<file path="src/rtl/clk_div_prog_if.sv">
// Divisor load handshake and divided-clock outputs of the programmable divider.
interface clk_div_prog_if #(
    parameter int unsigned CNT_W = 8
);
    logic             en;
    logic [CNT_W-1:0] div_in;
    logic             div_load;
    logic             div_busy;
    logic             div_err;
    logic [CNT_W-1:0] div_cur;
    logic             div_out;
    logic             tick;

    modport master (
        output en, div_in, div_load,
        input  div_busy, div_err, div_cur, div_out, tick
    );

    modport slave (
        input  en, div_in, div_load,
        output div_busy, div_err, div_cur, div_out, tick
    );
endinterface

</file>
<file path="src/rtl/clk_div_prog.sv">
// Programmable integer clock divider: divided level, per-period tick, and a
// divisor reload that only takes effect on a period boundary.
module clk_div_prog #(
    parameter int unsigned CNT_W   = 8,
    parameter int unsigned DEF_DIV = 2
) (
    input  logic          clk,
    input  logic          rst,
    clk_div_prog_if.slave bus
);

    localparam logic [CNT_W-1:0] DEF_N = CNT_W'(DEF_DIV);
    localparam logic [CNT_W-1:0] MIN_N = CNT_W'(2);
    localparam logic [CNT_W-1:0] ONE   = CNT_W'(1);

    logic [CNT_W-1:0] cnt;
    logic [CNT_W-1:0] div_cur;
    logic [CNT_W-1:0] pending;
    logic             busy;
    logic             err;
    logic             div_out;
    logic             tick;

    logic [CNT_W-1:0] last_c;
    logic [CNT_W-1:0] cnt_nxt_c;
    logic [CNT_W-1:0] hi_c;
    logic             wrap_c;
    logic             load_ok_c;
    logic             load_bad_c;
    logic             apply_c;

    // Period bookkeeping and handshake decode for the current cycle.
    always_comb begin
        last_c     = div_cur - ONE;
        wrap_c     = (cnt == last_c);
        cnt_nxt_c  = wrap_c ? '0 : cnt + ONE;
        hi_c       = div_cur - (div_cur >> 1);
        load_ok_c  = bus.div_load && (bus.div_in >= MIN_N);
        load_bad_c = bus.div_load && (bus.div_in < MIN_N);
        // A frozen divider has no boundary to wait for, so it applies at once.
        apply_c    = busy && (!bus.en || wrap_c);
    end

    // Counter, divided output, tick and divisor reload.
    always_ff @(posedge clk or posedge rst) begin
        if (rst) begin
            cnt     <= '0;
            div_cur <= DEF_N;
            pending <= DEF_N;
            busy    <= 1'b0;
            err     <= 1'b0;
            div_out <= 1'b0;
            tick    <= 1'b0;
        end else begin
            err  <= load_bad_c;
            tick <= bus.en && wrap_c;

            if (apply_c) begin
                // New period starts at phase 0, which is always in the high half.
                div_cur <= pending;
                cnt     <= '0;
                div_out <= 1'b1;
            end else if (bus.en) begin
                cnt     <= cnt_nxt_c;
                div_out <= (cnt_nxt_c < hi_c);
            end

            // A load on the apply edge becomes the next pending value.
            if (load_ok_c) begin
                pending <= bus.div_in;
                busy    <= 1'b1;
            end else if (apply_c) begin
                busy    <= 1'b0;
            end
        end
    end

    assign bus.div_busy = busy;
    assign bus.div_err  = err;
    assign bus.div_cur  = div_cur;
    assign bus.div_out  = div_out;
    assign bus.tick     = tick;

endmodule

</file>
<file path="src/flat_wrapper.sv">
// flat-port wrapper written by rule: the top's interface ports become plain ports
module clk_div_prog_flat 
#(
    parameter int unsigned CNT_W   = 8,
    parameter int unsigned DEF_DIV = 2
)
  (clk, rst, bus_en, bus_div_in, bus_div_load, bus_div_busy, bus_div_err, bus_div_cur, bus_div_out, bus_tick);
  clk_div_prog_if #(.CNT_W(CNT_W)) bus_i ();
  input  logic clk;
  input  logic rst;
  input wire logic [$bits(bus_i.en)-1:0] bus_en;
  input wire logic [$bits(bus_i.div_in)-1:0] bus_div_in;
  input wire logic [$bits(bus_i.div_load)-1:0] bus_div_load;
  output wire logic [$bits(bus_i.div_busy)-1:0] bus_div_busy;
  output wire logic [$bits(bus_i.div_err)-1:0] bus_div_err;
  output wire logic [$bits(bus_i.div_cur)-1:0] bus_div_cur;
  output wire logic [$bits(bus_i.div_out)-1:0] bus_div_out;
  output wire logic [$bits(bus_i.tick)-1:0] bus_tick;
  assign bus_i.en = bus_en;
  assign bus_i.div_in = bus_div_in;
  assign bus_i.div_load = bus_div_load;
  assign bus_div_busy = bus_i.div_busy;
  assign bus_div_err = bus_i.div_err;
  assign bus_div_cur = bus_i.div_cur;
  assign bus_div_out = bus_i.div_out;
  assign bus_tick = bus_i.tick;
  clk_div_prog #(.CNT_W(CNT_W), .DEF_DIV(DEF_DIV)) u_core (.clk(clk), .rst(rst), .bus(bus_i));
endmodule
</file>
<file path="config.mk">
export PLATFORM = sky130hd
export DESIGN_NAME = clk_div_prog_flat
export DESIGN_NICKNAME = d
export VERILOG_FILES = /design/src/rtl/clk_div_prog_if.sv /design/src/rtl/clk_div_prog.sv /design/src/flat_wrapper.sv
export SDC_FILE = /design/constraint.sdc
export NUM_CORES = 1
export LEC_CHECK = 0
export ABC_AREA = 0
export ABC_CLOCK_PERIOD_IN_PS = 8600
export CAP_MARGIN = 20
export CORE_ASPECT_RATIO = 0.75
export CORE_UTILIZATION = 35
export CTS_CLUSTER_DIAMETER = 150
export CTS_CLUSTER_SIZE = 12
export DETAILED_ROUTE_END_ITERATION = 16
export GPL_TIMING_DRIVEN = 1
export PLACE_DENSITY = 0.65
export SLEW_MARGIN = 20
export SYNTH_ARGS = -nofsm -noshare
export SYNTH_HDL_FRONTEND = slang
export SYNTH_SLANG_ARGS = --single-unit
</file>
<file path="constraint.sdc">
create_clock -name clk -period 8.6 [get_ports clk]
set_input_delay 1.72 -clock clk [delete_from_list [all_inputs] [get_ports clk]]
set_output_delay 1.72 -clock clk [all_outputs]
set_load 0.01 [all_outputs]
</file>
==> results.md, run 1 <==
* Layout cells sized above 1 at 0.0879
* Worst path slowest cell: clkdlybuf4s50_1
* Via count at 1573
* Cell variety after synth at 37
* Wire per inst at 13.5 um
* Crit Reg-Reg Startpoint: u_core.bus.div_cur[1]
* Die ar. at 0.00609 mm^2
* Ratio of total power to cell area at 207 mW/mm^2
* Clock Path Buffers at 2
* CTS tree: yes
* Final setup violating endpoints at 0
* Post-synthesis compound-gate area fraction at 0.121
* Final period util at 0.427
* WS Path Type: in -> reg
* Fin. max-slew vios at 0
* Leading cell type in the layout, fill and taps excluded: dfrtp_1
* Worst R2R Path Depth at 14
* Post-route ant nets at 0
* Post-Synth Simple-Gate Area at 0.177
* Critical path buffer and inverter count at 2
* Max_cap viols at 0
* Row cnt at 23
* Die Wd at 89.8 um
* Hold Crit Start: u_core.pending[4]
* Worst r2r dst: u_core.bus.div_out
* Worst path max stage delay at 780 ps
* Mean post-synth cell area at 9.32 um^2
* Largest family of logic cells by synthesized area: simple AND/OR/NAND/NOR gates
* Total track usage at 0.149
* Startpoint Class: primary input
* Worst Skew at 8.89 ps
* Clock Latency Late Sink at 280 ps
* Postcts setup bufs at 0
* Vias in the first global route at 1432
* Xor and xnor area share after synthesis at 0.106
* Design Area, Final at 0.00240 mm^2
* P&R area growth vs syn at 18.7%
* Drt pass-1 iters at 4
* Post-DR vias/cell at 5.01
* Cts bufs inserted at 3
* Placer Congestion at 0.805
* Slew Limit Headroom at 0.456
* First-pass GRT wire length at 7110 um
* Synth Area in Adders at 0.152
* Final Hold Viols at 0
* CP Cell Sequence: clkdlybuf4s50_1 -> clkinv_1 -> nor3_1 -> nor3_1
* Register area share after synthesis at 0.348
* Hold Path Class: reg -> reg
* Post-cts sizing count at 0
* Setup TNS at 0 ps
* N_diodes at 0
* Most used cell, CP: nor3_1
* Clock transition at path regs at 90 ps
* Drt total wl at 4240 um
* Syn nets at 253
* Post-DP HPWL at 3370 um
* # DRC at 0
* Worst R2R Setup Slack at 5160 ps
* Boundary Pins at 24
* DP Area at 0.00235 mm^2
* Top delay family on crit path: buffers and inverters
* Worst VDD drop at 0.129 mV
* CTS sink count at 28
* Largest net degree at the start of global routing at 18
* Most frequent cells in the layout: 26 x dfrtp_1, 23 x nand2_1, 23 x ha_1, 23 x clkdlybuf4s50_1, 16 x inv_1
* Critical path data arrival time at 3800 ps
* RSZ-0062 raised after global routing: no
* Global route overflow at 0
* Mux contribution to synthesized area at 0.0501
* Required @ worst endpoint at 8730 ps
* Hold EP: u_core.pending[4]
* Hold buffers post-CTS at 0
* Synth Instances at 217
* F_max at 272 MHz
* H-tree depth at 1
* Min cycle time layout at 3670 ps
* Initial Util at 0.370
* First DRT Iteration DRCs at 52
* Synthesized cell area at 0.00202 mm^2
* Worst-Margin Slew at 810 ps
* PortBufs at 23
* Nets at 276
* Antenna violations before repair at 0
* Fin worst setup slack at 4930 ps
* Core ar. at 0.00547 mm^2
* Pre-CTS setup slack at 4680 ps
* WHS Path Cells at 2
* Status: complete, no violations
* Die Height at 67.8 um
* Crit. End Element: flip-flop
* CTS Root Cell: clkbuf_8
* Synth warn at 0
* Flops & latches, synth at 28
* Leakage at 0.00112 uW
* CP Max Fanout at 15
==> sequential cells by signal, indices dropped and copies added, names as in the netlist <==
| register | cells |
|---|---|
| u_core.bus.div_err | 1 |
| u_core.bus.div_cur | 8 |
| u_core.bus.div_out | 1 |
| u_core.cnt | 8 |
| u_core.bus.tick | 1 |
| u_core.bus.div_busy | 1 |
| u_core.pending | 8 |
==> cell usage after synthesis <==
master,number,area share
dfrtp_1,26,0.32
ha_1,23,0.14
nand2_1,23,0.043
inv_1,16,0.030
nor2_1,15,0.028
xnor2_1,15,0.065
a21oi_1,11,0.027
mux2_2,9,0.050
nand3_1,9,0.022
o21ai_0,9,0.022
and3_1,8,0.025
nor3_1,7,0.017
xor2_1,7,0.030
a21o_1,4,0.015
clkbuf_1,3,0.0056
nand4b_1,3,0.013
nor2b_1,3,0.0093
a211oi_1,2,0.0074
buf_2,2,0.0049
dfstp_2,2,0.026
nand2b_1,2,0.0062
o31ai_1,2,0.0074
or4_1,2,0.0074
a21bo_2,1,0.0049
a221oi_1,1,0.0043
buf_4,1,0.0037
clkinv_1,1,0.0019
fa_1,1,0.0099
nand3b_1,1,0.0037
nor2_2,1,0.0031
o2111ai_1,1,0.0043
o2111ai_2,1,0.0074
o21a_1,1,0.0037
o21ai_4,1,0.0080
o21ba_2,1,0.0049
o21bai_1,1,0.0037
xnor3_1,1,0.011
==> layout make-up <==
cell class	count	area, um^2
flip-flops and latches	28	703
repair buffers	24	258
multi-input cells	166	1230
fillers	548	3070
clock buffers	4	55.1
well taps	75	93.8
inverters	17	63.8
==> worst min-delay path, delay by kind of cell, from the launching register on <==
family	cells	cell delay [ps]
flip-flops	1	350
AND/OR/NAND/NOR	2	100
==> power by group <==
group	internal (uW)	switching (uW)	leakage [uW]	total, uW
clock network	41.1	43.0	0.0000288	84.1
registers	149	23.8	0.000348	173
logic	121	120	0.000742	241
==> cell families after synthesis <==
family	after synthesis
AND/OR/NAND/NOR	74
AO/OA/AOI/OAI	36
flip-flops	28
adder cells (fa/ha/maj)	24
XOR/XNOR	23
buffers and inverters	23
multiplexers	9
==> worst max path at each step <==
stage / start / end / depth (start not counted)
global route: bus_en / u_core.cnt[6] / 4
floorplan: bus_div_in[2] / u_core.pending[0] / 4
finish: bus_en / u_core.cnt[7] / 4
CTS: bus_en / u_core.cnt[7] / 4
detailed placement: bus_en / u_core.cnt[4] / 4
global placement: bus_div_in[2] / u_core.pending[0] / 5
==> metrics by stage <==
| stage | hold slack (ps) | cells | total power (uW) | utilization |
|---|---|---|---|---|
| floorplan | 438 | 217 | 344 | - |
| global placement | 456 | 309 | 412 | 0.424 |
| detailed placement | 461 | 310 | 417 | 0.429 |
| CTS | 485 | 314 | 503 | 0.439 |
| global route | 508 | 314 | 538 | 0.439 |
| finish | 479 | 314 | 498 | 0.439 |
==> metal layers <==
| layer | wire (um) | vias up | global-route usage |
|---|---|---|---|
| li1 | - | 795 | - |
| met4 | 23 | 0 | 0.0246 |
| met2 | 1700 | 32 | 0.231 |
| met1 | 2380 | 741 | 0.219 |
| met3 | 138 | 5 | 0.0311 |
| met5 | 0 | - | 0 |
(Power assumes the default switching activity.)
==> inputs of run 2 (changes only) <==
--- a/config.mk
+++ b/config.mk
@@ -6,7 +6,7 @@
 export NUM_CORES = 1
 export LEC_CHECK = 0
 export ABC_AREA = 0
-export ABC_CLOCK_PERIOD_IN_PS = 8600
+export ABC_CLOCK_PERIOD_IN_PS = 3100
 export CAP_MARGIN = 20
 export CORE_ASPECT_RATIO = 0.75
 export CORE_UTILIZATION = 35
@@ -14,7 +14,7 @@
 export CTS_CLUSTER_SIZE = 12
 export DETAILED_ROUTE_END_ITERATION = 16
 export GPL_TIMING_DRIVEN = 1
-export PLACE_DENSITY = 0.65
+export PLACE_DENSITY = 0.67
 export SLEW_MARGIN = 20
 export SYNTH_ARGS = -nofsm -noshare
 export SYNTH_HDL_FRONTEND = slang
==> constraint.sdc (replaced) <==
create_clock -name clk -period 3.1 [get_ports clk]
set_input_delay 0.62 -clock clk [delete_from_list [all_inputs] [get_ports clk]]
set_output_delay 0.62 -clock clk [all_outputs]
set_load 0.01 [all_outputs]
==> results.md, run 2 (same netlist as run 1, synthesis figures left out) <==
* CTS tree: yes
* Clock Path Buffers at 2 (unchanged)
* Total track usage at 0.161 (+0.0112)
* Worst Skew at 7.56 ps (-1.33 ps)
* First-pass GRT wire length at 7630 um (+7.3%)
* Required @ worst endpoint at 3310 ps (-5420 ps)
* Hold Path Class: reg -> reg
* Fin. max-slew vios at 0 (unchanged)
* Crit. End Element: flip-flop
* Crit Reg-Reg Startpoint: u_core.bus.div_cur[1]
* Drt pass-1 iters at 4 (unchanged)
* Vias in the first global route at 1585 (+11%)
* Antenna violations before repair at 0 (unchanged)
* First DRT Iteration DRCs at 104 (+100%)
* Core ar. at 0.00547 mm^2 (unchanged)
* Post-route ant nets at 0 (unchanged)
* Final setup violating endpoints at 0 (unchanged)
* Worst-Margin Slew at 404 ps (-407 ps)
* Util after Layout at 0.462 (+0.0227)
* Largest registers: u_core.bus.div_cur x8, u_core.cnt x8, u_core.pending x8
* Final std cells w/o fill at 326 (+3.8%)
* Largest net degree at the start of global routing at 29 (+11)
* Die Wd at 89.8 um (unchanged)
* Worst R2R Path Depth at 15 (+1)
* Status: complete, no violations
* Internal Pwr Total at 965 uW (+210%)
* Boundary Pins at 24 (unchanged)
* DP Area at 0.00241 mm^2 (+2.7%)
* Leading cell type in the layout, fill and taps excluded: dfrtp_1
* Drt total wl at 4500 um (+6.2%)
* Launch point of the worst path: u_core.bus.div_cur[1]
* # DRC at 0 (unchanged)
* Final period util at 0.976
* Placed cell count at 321 (+3.5%)
* CTS Root Cell: clkbuf_8
* CP Max Fanout at 3 (-12)
* Most frequent cells in the layout: 26 x dfrtp_1, 23 x nand2_1, 23 x clkdlybuf4s50_1
* Worst r2r dst: u_core.bus.div_out
* PortBufs at 23 (unchanged)
* P&R area growth vs syn at 24.8%
* Critical path data arrival time at 3230 ps (-570 ps)
* Row cnt at 23 (unchanged)
* Sw Share at 0.364 (-0.0100)
* Min cycle time layout at 3030 ps
* Post-DP HPWL at 3470 um (+3.1%)
* Logic gate share of total power at 0.503 (+0.019)
* Leakage at 0.00118 uW (+5.5%)
* Via count at 1615 (+2.7%)
* Placer Congestion at 0.859 (+6.7%)
* Initial Util at 0.370 (unchanged)
* Design Area, Final at 0.00252 mm^2 (+5.2%)
* Startpoint Class: flip-flop
* Layout cells sized above 1 at 0.159 (+0.0715)
* CTS sink count at 28 (unchanged)
* Cts bufs inserted at 3 (unchanged)
* RSZ-0062 raised after global routing: yes
* N_diodes at 0 (unchanged)
* Ratio of total power to cell area at 601 mW/mm^2 (+190%)
* Nets at 288 (+4.3%)
* Wire per inst at 13.8 um (+2.3%)
* H-tree depth at 1 (unchanged)
* Max_cap viols at 0 (unchanged)
* Worst R2R Setup Slack at 70 ps (-5090 ps)
* NetSw at 553 uW (+200%)
* Clock transition at path regs at 100 ps (about the same)
* Sequential share of power at 0.303 (-0.044)
* Post-DR vias/cell at 4.95 (-1.1%)
* Worst VDD drop at 0.211 mV (+64%)
* Worst hold slack at 468 ps (-11.0 ps)
* Clock share of power at 0.194 (+0.025)
* Final Hold Viols at 0 (unchanged)
* F_max at 331 MHz
* Die ar. at 0.00609 mm^2 (unchanged)
* Global route overflow at 0 (unchanged)
* Clock Latency Late Sink at 280 ps (about the same)
* Die Height at 67.8 um (unchanged)
* WS Path Type: reg -> reg
* Hold EP: u_core.pending[1]
* WHS Path Cells at 2 (unchanged)
* Hold Crit Start: u_core.pending[1]
* Total power at 1520 uW (+200%)
* Slew Limit Headroom at 0.731 (+0.275)
* Hold buffers post-CTS at 0 (unchanged)
[run 2: per-layer routing]
layer / wire length (um) / part of all wire / vias up / GRT usage
li1: - / - / 809 / -
met1: 2410 / 0.54 / 768 / 0.225
met3: 146 / 0.032 / 4 / 0.0278
met4: 22 / 0.0049 / 0 / 0.0266
met2: 1920 / 0.43 / 34 / 0.266
met5: 0 / 0 / - / 0
[run 2: how the worst max path moves through the flow]
stage	end	slack (ps)	depth (start not counted)
after floorplan	u_core.bus.div_out	140	14
after global placement	u_core.bus.div_out	130	15
after detailed placement	u_core.bus.div_out	-80	15
after CTS	u_core.bus.div_out	20	15
after global routing	u_core.bus.div_out	-100	15
final	u_core.bus.div_out	70	15
[run 2: metrics by stage]
step / setup TNS, ps / setup WS (ps)
2_1_floorplan: 0 / 140
3_3_place_gp: 0 / 127
3_5_place_dp: -78.7 / -78.7
4_1_cts: 0 / 19.7
5_1_grt: -95.2 / -95.2
6_report: 0 / 74.5
[run 2: repair_timing]
action / 4_1_cts / 5_1_grt
pin swaps: 2 / 12
endpoints found under the setup margin: 1 / 1
endpoints found under the hold margin: 0 / 0
buffers inserted: 1 / 0
resized for setup: 1 / 10
gates cloned: 0 / 0
[run 2: worst max-delay path, stage by stage (launching register included)]
cell	delay [ps]
dfstp_2	580
ha_4	150
inv_2	40
fa_2	390
nand2b_1	90
a21oi_2	60
o21ai_1	140
a21oi_1	80
nor2_1	130
xor2_1	180
ha_1	280
a21o_1	180
a211oi_2	270
and3_4	240
nor2_1	40
o21ai_1	120
[run 2: power groups by stage]
stage               Sequential (uW)  Combinational, uW  Clock [uW]
global route                    468                841         317
detailed placement              468                713           0
CTS                             460                733         303
finish                          460                763         295
global placement                466                697           0
floorplan                       481                474           0
[run 2: area by class of cell]
type	instances	area (um^2)
Timing Repair Buffer	36	328
Multi-Input combinational cell	166	1260
Clock inverter	1	30.0
Clock buffer	3	41.3
Fill cell	523	2940
Sequential cell	28	703
Inverter	17	63.8
Tap cell	75	93.8
